File: src/rtl/fplan_hier_pkg.sv
// Shared definitions for the fplan hierarchy pipeline.
// - Default parameter values for the chain and its stages.
// - ptr_w(): FIFO pointer width, never narrower than one bit.
// - tag(): value stage i adds to each word it stores.
package fplan_hier_pkg;

    localparam int NUM_STAGE_DEF = 4;
    localparam int DATA_W_DEF    = 30;
    localparam int DEPTH_DEF     = 2;
    localparam int TAG_EN_DEF    = 1;
    localparam int CNT_W_DEF     = 16;

    // A single-entry FIFO still needs a one-bit pointer register.
    function automatic int ptr_w(input int depth);
        return (depth <= 1) ? 1 : $clog2(depth);
    endfunction

    localparam int PTR_W = ptr_w(DEPTH_DEF);

    function automatic int tag(input int i);
        return i + 1;
    endfunction

endpackage

File: src/rtl/fplan_pipe_stage.sv
// One pipeline stage: a registered FIFO with a constant adder on the write side.
// Ports:
//   clk, reset          clock, synchronous active-high reset
//   up_valid/up_ready   upstream handshake; up_ready = !full
//   up_data             upstream payload; stored as up_data + TAG (wraps)
//   dn_valid/dn_ready   downstream handshake; dn_valid = !empty
//   dn_data             head entry, zero while empty
//   occ                 stage holds at least one word
module fplan_pipe_stage
    import fplan_hier_pkg::*;
#(
    parameter int DATA_W = DATA_W_DEF,
    parameter int DEPTH  = DEPTH_DEF,
    parameter int TAG    = 1
) (
    input  logic              clk,
    input  logic              reset,
    input  logic              up_valid,
    output logic              up_ready,
    input  logic [DATA_W-1:0] up_data,
    output logic              dn_valid,
    input  logic              dn_ready,
    output logic [DATA_W-1:0] dn_data,
    output logic              occ
);

    localparam int PW = ptr_w(DEPTH);
    localparam int CW = $clog2(DEPTH + 1);
    localparam logic [PW-1:0] LAST_PTR = PW'(DEPTH - 1);
    localparam logic [CW-1:0] FULL_CNT = CW'(DEPTH);

    logic [DATA_W-1:0] mem [DEPTH];
    logic [PW-1:0]     wr_ptr;
    logic [PW-1:0]     rd_ptr;
    logic [CW-1:0]     count;
    logic              push;
    logic              pop;
    logic              full;
    logic              empty;

    assign full  = (count == FULL_CNT);
    assign empty = (count == '0);

    // Ready depends on our own fill level only, so a full stage waits one
    // cycle after a pop before accepting again.
    assign up_ready = !full;
    assign dn_valid = !empty;
    assign occ      = !empty;
    assign dn_data  = empty ? '0 : mem[rd_ptr];

    assign push = up_valid & up_ready;
    assign pop  = dn_valid & dn_ready;

    always_ff @(posedge clk) begin
        if (push) begin
            mem[wr_ptr] <= up_data + DATA_W'(TAG);
        end
    end

    always_ff @(posedge clk) begin
        if (reset) begin
            wr_ptr <= '0;
            rd_ptr <= '0;
            count  <= '0;
        end else begin
            if (push) begin
                wr_ptr <= (wr_ptr == LAST_PTR) ? '0 : wr_ptr + PW'(1);
            end
            if (pop) begin
                rd_ptr <= (rd_ptr == LAST_PTR) ? '0 : rd_ptr + PW'(1);
            end
            case ({push, pop})
                2'b10:   count <= count + CW'(1);
                2'b01:   count <= count - CW'(1);
                default: count <= count;
            endcase
        end
    end

endmodule

File: src/rtl/fplan_hier_pipe.sv
// Chain of NUM_STAGE FIFO stages linked by valid/ready buses, kept as
// separate sibling instances.
// Ports:
//   clk, reset           clock, synchronous active-high reset
//   in_valid/in_ready    chain input handshake (in_ready low during reset)
//   in_data              input payload
//   out_valid/out_ready  chain output handshake (out_valid low during reset)
//   out_data             head of last stage, zero during reset or when empty
//   xfer_cnt             completed output transfers, wrapping
//   occ_any              any stage non-empty (from registered state only)
module fplan_hier_pipe
    import fplan_hier_pkg::*;
#(
    parameter int NUM_STAGE = NUM_STAGE_DEF,
    parameter int DATA_W    = DATA_W_DEF,
    parameter int DEPTH     = DEPTH_DEF,
    parameter int TAG_EN    = TAG_EN_DEF,
    parameter int CNT_W     = CNT_W_DEF
) (
    input  logic              clk,
    input  logic              reset,
    input  logic              in_valid,
    output logic              in_ready,
    input  logic [DATA_W-1:0] in_data,
    output logic              out_valid,
    input  logic              out_ready,
    output logic [DATA_W-1:0] out_data,
    output logic [CNT_W-1:0]  xfer_cnt,
    output logic              occ_any
);

    // Bus index i is the input of stage i; index NUM_STAGE is the chain output.
    logic [NUM_STAGE:0]   bus_valid;
    logic [NUM_STAGE:0]   bus_ready;
    logic [DATA_W-1:0]    bus_data [NUM_STAGE+1];
    logic [NUM_STAGE-1:0] stage_occ;

    assign bus_valid[0]         = in_valid;
    assign bus_data[0]          = in_data;
    assign bus_ready[NUM_STAGE] = out_ready;

    for (genvar i = 0; i < NUM_STAGE; i++) begin : g_stage
        fplan_pipe_stage #(
            .DATA_W (DATA_W),
            .DEPTH  (DEPTH),
            .TAG    ((TAG_EN != 0) ? tag(i) : 0)
        ) u_stage (
            .clk      (clk),
            .reset    (reset),
            .up_valid (bus_valid[i]),
            .up_ready (bus_ready[i]),
            .up_data  (bus_data[i]),
            .dn_valid (bus_valid[i+1]),
            .dn_ready (bus_ready[i+1]),
            .dn_data  (bus_data[i+1]),
            .occ      (stage_occ[i])
        );
    end

    // Handshake outputs are forced idle while reset is held so nothing is
    // offered or accepted in the cycle reset is first applied.
    assign in_ready  = bus_ready[0] & ~reset;
    assign out_valid = bus_valid[NUM_STAGE] & ~reset;
    assign out_data  = reset ? '0 : bus_data[NUM_STAGE];
    assign occ_any   = |stage_occ;

    always_ff @(posedge clk) begin
        if (reset) begin
            xfer_cnt <= '0;
        end else if (out_valid && out_ready) begin
            xfer_cnt <= xfer_cnt + CNT_W'(1);
        end
    end

endmodule

File: config.mk
export PLATFORM = sky130hd
export DESIGN_NAME = fplan_hier_pipe
export DESIGN_NICKNAME = d
export VERILOG_FILES = /design/src/rtl/fplan_hier_pkg.sv /design/src/rtl/fplan_pipe_stage.sv /design/src/rtl/fplan_hier_pipe.sv
export SDC_FILE = /design/constraint.sdc
export NUM_CORES = 1
export LEC_CHECK = 0
export ABC_AREA = 1
export CORE_MARGIN = 1.5
export CORE_UTILIZATION = 55
export CTS_BUF_LIST = sky130_fd_sc_hd__clkbuf_8
export CTS_CLUSTER_SIZE = 8
export DETAILED_ROUTE_END_ITERATION = 12
export PLACE_DENSITY = 0.74
export SLEW_MARGIN = 20
export SYNTH_ARGS = -nofsm -noshare
export SYNTH_HDL_FRONTEND = slang
export SYNTH_SLANG_ARGS = --single-unit
File: constraint.sdc
create_clock -name clk -period 7.67 [get_ports clk]
set_input_delay 1.534 -clock clk [delete_from_list [all_inputs] [get_ports clk]]
set_output_delay 1.534 -clock clk [all_outputs]
set_load 0.02 [all_outputs]
==> results of run 1 <==
cells in the mapped netlist, drive strengths merged:
cell type,n
or2,2
ha,9
o21ai,29
buf,35
nand3b,4
a21o,1
xor2,41
and3,1
nor2,198
nor3,15
and2,2
dfxtp,36
nand3,134
nand4,22
o21a,1
nor4,4
a21oi,38
mux2,30
o21bai,6
xnor2,31
inv,172
clkbuf,7
nand2,585
edfxtp,240
clkinv,1
worst max path at each step:
stage / cells past startpoint / slack [ns] / to / startpoint
2_1_floorplan: 4 / 3.79 / out_data[20] / reset
6_report: 5 / 2.52 / out_data[15] / reset
5_1_grt: 5 / 2.40 / out_data[0] / reset
3_5_place_dp: 5 / 2.15 / out_data[12] / reset
4_1_cts: 5 / 2.15 / out_data[15] / reset
3_3_place_gp: 5 / 2.28 / out_data[27] / reset
stage by stage:
step | cell area, um2 | hold slack [ns] | setup WS (ns) | utilization | power [W]
6_report | 16400 | 0.456 | 2.52 | 0.629 | 0.00570
5_1_grt | 16400 | 0.494 | 2.40 | 0.629 | 0.00611
4_1_cts | 16400 | 0.460 | 2.15 | 0.629 | 0.00574
3_5_place_dp | 15600 | 0.439 | 2.15 | 0.599 | 0.00462
3_3_place_gp | 15600 | 0.437 | 2.28 | 0.599 | 0.00455
2_1_floorplan | 14600 | 0.426 | 3.79 | - | 0.00412
flip-flops by register name (all words and copies together) (netlist names), named ones only:
name and cells:
g_stage.u_stage.mem 240, xfer_cnt 16, g_stage.u_stage.count 8, g_stage.u_stage.rd_ptr 4
g_stage.u_stage.wr_ptr 4
metal layers:
| layer | routed length, um | track usage | vias to the layer above |
|---|---|---|---|
| met5 | 0 | 0 | - |
| met4 | 962 | 0.0826 | 0 |
| met3 | 1040 | 0.0291 | 76 |
| met2 | 15600 | 0.411 | 235 |
| met1 | 11900 | 0.248 | 4910 |
| li1 | - | - | 5555 |
critical path: stages:
cell and delay [ns]:
clkdlybuf4s50_1 0.60, nor2_4 0.64, nand2_1 0.16, inv_1 0.08, clkdlybuf4s50_1 0.59
where the power goes:
group          switching, W  leakage, nW  internal [W]
registers          0.000145         2.56       0.00231
clock network      0.000542        0.461      0.000563
logic               0.00148         3.65      0.000657
area by class of cell:
class                      instances  share of cell area
sequential                       276               0.483
multi-input combinational       1153               0.349
timing repair buffer              93              0.0551
inverter                         173              0.0397
clock buffer                      47              0.0394
tap                              335              0.0256
clock inverter                    32             0.00771
kinds of logic (layout without fill, tap and decap cells):
logic type	Yosys count	after routing	synth area share
simple gates	967	967	0.289
flops	276	276	0.544
buf+inv	215	345	0.0655
compound gates	75	75	0.0276
xor+xnor	72	72	0.0432
mux	30	30	0.0232
fa+ha+maj	9	9	0.00772
==> summary.txt, run 1 <==
Run status
  • Status: finished clean

Critical path
  • R2R Setup Slk: 4.23 ns
  • CP required: 6.14 ns
  • Reg2reg path depth: 10
  • CP arrival: 3.61 ns
  • Nature of the critical path endpoint: primary output
  • Type of the worst setup path: in -> out
  • RR Endpoint: g_stage[3].u_stage.mem[1][18]$_DFFE_PP_
  • Setup crit start kind: primary input
  • Max FO, Critical Path: 32

Detailed routing
  • DR pass1 iterations: 5
  • DRT iter0 DRCs: between 500 and 600
  • Vias per cell: around 5.1
  • Vias: 10800
  • Wirelength, routed: 29.5 mm
  • DRC: 0
  • Final ANT Viol Nets: 0
  • Wirelength per Cell: ~14 um

Yosys
  • Post-synth top area share: 0.494
  • Syn_area_per_cell: 8.87 um2
  • Post-Syn Instances: around 1600
  • Distinct cell type count after synthesis: 42
  • Largest area contributor in the netlist: edfxtp_1
  • Synth top area cells: edfxtp_1, nand2_1, dfxtp_1, nand3_1, nor2_1
  • Post-Syn Area: about 15000 um2
  • Synth Register Bits: 276
  • YS warnings: 0
  • Sequential cell area fraction in the yosys report: 0.544
  • Mapped Nets: 1687

Clocking
  • CTS Root Cell: clkbuf_8
  • H-tree depth: 2
  • Max Root-Sink Buffers: 3
  • Post-CTS sizing: 0
  • Sink Count: between 200 and 300
  • Setup bufs post-CTS: 0
  • Hold buffers post-CTS: 0
  • CTS tree: yes
  • Skew-Pair Late Insertion Delay: 0.55 ns
  • Clock-pin slew on the worst setup and hold paths: about 0.060 ns
  • TritonCTS Buffers: between 40 and 50

STA
  • Worst clock skew: around 0.016 ns
  • Tightest Pin Transition: 1.07 ns
  • Final setup viols: 0
  • Final Max Slew Viols: 0
  • Fin crit period: 5.15 ns
  • Final hold violation count: 0
  • Relative slew slack: 0.289
  • RSZ-0062 raised after global routing: false
  • Fmax: 194 MHz
  • Final period util: 0.671
  • Fin Setup TNS: 0 ns

Global route
  • First-pass GRT wire length: 49.4 mm
  • Vias in the first global route: around 10000
  • Initial antenna violation count: 0
  • Largest net degree at the start of global routing: 52
  • Global Route Usage Sum: 0.218
  • GRT overflow: 0

Placement
  • Port-buffer cells: 82
  • Dpl cells: 2030
  • Routability cong.: 0.888
  • HPWL after DPL: 21.9 mm

Pwr
  • P_leak: 6.67 nW
  • VDD IR max: 0.201 mV
  • PD cells: 347 nW/um2

Cells and area
  • # diodes: 0
  • Share of cells above drive strength 1: 0.111
  • Syn-to-layout area delta: 12.4%
  • Multi-input gate area: 5730 um2
  • Most frequent cells in the layout: nand2_1, edfxtp_1, inv_1, nor2_1, nand3_1
  • Commonest non-fill, non-tap cell in the layout: nand2_1
  • Fin cells: roughly 2100
  • Fin nets: 1785
  • Final-layout fill cell count: 2174
  • Sequential Area: ~7900 um2

Min path
  • Worst Hold Path EP: g_stage[2].u_stage.rd_ptr$_SDFFE_PP0P_
  • Hold Crit Start: g_stage[2].u_stage.rd_ptr$_SDFFE_PP0P_
  • Hold WC Path Type: reg -> reg
  • Hold depth: 1

Die
  • Die area: 27500 um2
  • Starting Density: 0.560
  • Die extent in y: 166 um
  • Die width: ~170 um
  • FP Rows: approximately 60
  • Core footprint: 26100 um2
  • Ports: slightly above 80

Flow run
  • Max-Cap Viols: 0
Power figures use the tool's default switching activity.
==> run 2, diff against run 1 <==
==> constraint.sdc (replaced) <==
create_clock -name clk -period 5.1 [get_ports clk]
set_input_delay 1.02 -clock clk [delete_from_list [all_inputs] [get_ports clk]]
set_output_delay 1.02 -clock clk [all_outputs]
set_load 0.02 [all_outputs]
==> run 2 against run 1 <==
Compared with the run above:
- combinational power grew 52%
- clock skew is essentially flat
- total power grew 52%
- worst setup slack lost 1.3 ns
- critical path depth grew 1
- die area is the same
- wire length is essentially flat
- first-iteration DRC count grew 0.38%
- largest power group unchanged
==> summary.txt, run 2 (same netlist as run 1, synthesis figures left out) <==
Die
  • Starting Density: 0.560 (unchanged)
  • Die area: 27500 um2 (unchanged)
  • Die extent in y: 166 um (unchanged)
  • Die width: 166 um (unchanged)
  • FP Rows: 59 (unchanged)
  • Core footprint: 26100 um2 (unchanged)
  • Ports: 83 (unchanged)

STA
  • Fmax: 257 MHz
  • Worst clock skew: 0.0160 ns (was 0.0159 ns)
  • Final Max Slew Viols: 0 (unchanged)
  • Final setup viols: 0 (unchanged)
  • RSZ-0062 raised after global routing: false (unchanged)
  • Setup ws final: 1.22 ns (was 2.52 ns)
  • Fin Setup TNS: 0 ns (unchanged)
  • Relative slew slack: 0.502 (was 0.289)
  • Final hold violation count: 0 (unchanged)
  • Final period util: 0.762
  • Tightest Pin Transition: 0.746 ns (was 1.07 ns)
  • Fin crit period: 3.88 ns

Detailed routing
  • Vias per cell: 5.10 (was 5.11)
  • Final ANT Viol Nets: 0 (unchanged)
  • Vias: 10700 (was 10800)
  • Wirelength, routed: 29.5 mm (about the same)
  • DR pass1 iterations: 5 (unchanged)
  • Wirelength per Cell: 14.0 um (about the same)
  • DRT iter0 DRCs: 527 (was 525)
  • DRC: 0 (unchanged)

Cells and area
  • Flip-flop count of the largest register after layout: 240 (unchanged)
  • Commonest non-fill, non-tap cell in the layout: nand2_1 (unchanged)
  • Reg with most FFs: g_stage.u_stage.mem (unchanged)
  • # diodes: 0 (unchanged)
  • Fin nets: 1787 (was 1785)
  • Most frequent cells in the layout: nand2_1, edfxtp_1, inv_1, nor2_1, nand3_1 (unchanged)
  • Regs by FF count: g_stage.u_stage.mem: 240 flops, xfer_cnt: 16 flops, g_stage.u_stage.count: 8 flops (unchanged)
  • Syn-to-layout area delta: 12.7% (was 12.4%)
  • Share of cells above drive strength 1: 0.115 (was 0.111)
  • Final-layout fill cell count: 2199 (was 2174)

Min path
  • Hold WC Path Type: reg -> reg (unchanged)
  • Hold Crit Start: g_stage[0].u_stage.rd_ptr$_SDFFE_PP0P_ (was g_stage[2].u_stage.rd_ptr$_SDFFE_PP0P_)

Critical path
  • CP required: 4.08 ns (was 6.14 ns)
  • Slowest CP cell: clkdlybuf4s50_1 (was nor2_4)
  • Delay-heaviest family, CP: buffers and inverters (unchanged)
  • Setup crit start kind: primary input (unchanged)
  • Worst path buffer plus inverter count: 4 (was 3)
  • CP arrival: 2.86 ns (was 3.61 ns)
  • Most frequent CP cell: clkdlybuf4s50_1 (unchanged)
  • Max FO, Critical Path: 32 (unchanged)
  • Crit path cell chain: clkdlybuf4s50_1, nor2_2, buf_4, nand2_1, inv_1, clkdlybuf4s50_1 (was clkdlybuf4s50_1, nor2_4, nand2_1, inv_1, clkdlybuf4s50_1)
  • Worst setup path start: reset (unchanged)
  • Critical Path Max Stage Delay: 0.60 ns (was 0.64 ns)
  • Nature of the critical path endpoint: primary output (unchanged)
  • Type of the worst setup path: in -> out (unchanged)

Placement
  • Port-buffer cells: 82 (unchanged)
  • HPWL after DPL: 22.0 mm (was 21.9 mm)
  • Placement Setup Slack: 1.19 ns (was 2.15 ns)
  • Routability cong.: 0.870 (was 0.888)

Clocking
  • Sink Count: 276 (unchanged)
  • Setup bufs post-CTS: 0 (unchanged)
  • H-tree depth: 2 (unchanged)
  • CTS tree: yes (unchanged)
  • TritonCTS Buffers: 45 (unchanged)
  • CTS Root Cell: clkbuf_8 (unchanged)
  • Skew-Pair Late Insertion Delay: 0.54 ns (was 0.55 ns)
  • Max Root-Sink Buffers: 3 (unchanged)
  • Post-CTS sizing: 0 (unchanged)
  • Clock-pin slew on the worst setup and hold paths: 0.06 ns (about the same)
  • Hold buffers post-CTS: 0 (unchanged)

Global route
  • GRT overflow: 0 (unchanged)
  • Initial antenna violation count: 0 (unchanged)
  • First-pass GRT wire length: 49.3 mm (was 49.4 mm)
  • Global Route Usage Sum: 0.217 (was 0.218)
  • Vias in the first global route: 10500 (was 10300)
  • Largest net degree at the start of global routing: 52 (unchanged)

Run status
  • Status: finished clean (unchanged)

Pwr
  • PD cells: 526 nW/um2 (was 347 nW/um2)
  • VDD IR max: 0.278 mV (was 0.201 mV)
  • P_leak: 6.68 nW (was 6.67 nW)

Flow run
  • Max-Cap Viols: 0 (unchanged)
[run 2: changes by cell type in the layout (fill, tap and decap cells not counted), sizes merged]
cell    previous run  this run
clkinv            14        13
inv              191       185
clkbuf            47        49
buf               11        13
bufinv             0         1
[run 2: where the power goes]
| group | total [W] | internal [W] | switching (W) |
|---|---|---|---|
| registers | 0.00367 | 0.00348 | 0.000193 |
| clock network | 0.00174 | 0.000926 | 0.000817 |
| logic | 0.00323 | 0.000993 | 0.00224 |
| total | 0.00864 | 0.00540 | 0.00325 |
[run 2: path summary, 6_finish.rpt]
path	end	slack, ns	cells past startpoint
max reg2reg	g_stage[2].u_stage.mem[1][20]$_DFFE_PP_	2.23	14
min reg2reg	flip-flop	0.45	1
max	out_data[27]	1.22	6
min	flip-flop	0.45	1
[run 2: layout make-up]
class	count	area, um2	area share
Clock buffer	49	674	0.0410
Clock inverter	26	133	0.00807
Inverter	173	651	0.0396
Multi-Input combinational cell	1153	5720	0.348
Sequential cell	276	7930	0.482
Tap cell	335	419	0.0255
Timing Repair Buffer	95	918	0.0559
[run 2: metal layers]
| metal | wire length [um] | GRT usage | vias to the layer above | share of wire |
|---|---|---|---|---|
| li1 | - | - | 5560 | - |
| met1 | 11900 | 0.247 | 4889 | 0.40 |
| met2 | 15400 | 0.403 | 216 | 0.52 |
| met3 | 1030 | 0.0305 | 84 | 0.035 |
| met4 | 1210 | 0.100 | 0 | 0.041 |
| met5 | 0 | 0 | - | 0 |
[run 2: through the flow]
| step | hold WS, ns | power [W] | instances | cell area, um2 | utilization |
|---|---|---|---|---|---|
| after CTS | 0.433 | 0.00873 | 2107 | 16400 | 0.631 |
| after floorplan | 0.426 | 0.00619 | 1644 | 14600 | - |
| after global placement | 0.436 | 0.00686 | 2032 | 15600 | 0.600 |
| after global routing | 0.458 | 0.00926 | 2107 | 16400 | 0.631 |
| final | 0.452 | 0.00864 | 2107 | 16400 | 0.631 |
| after detailed placement | 0.446 | 0.00697 | 2032 | 15600 | 0.600 |
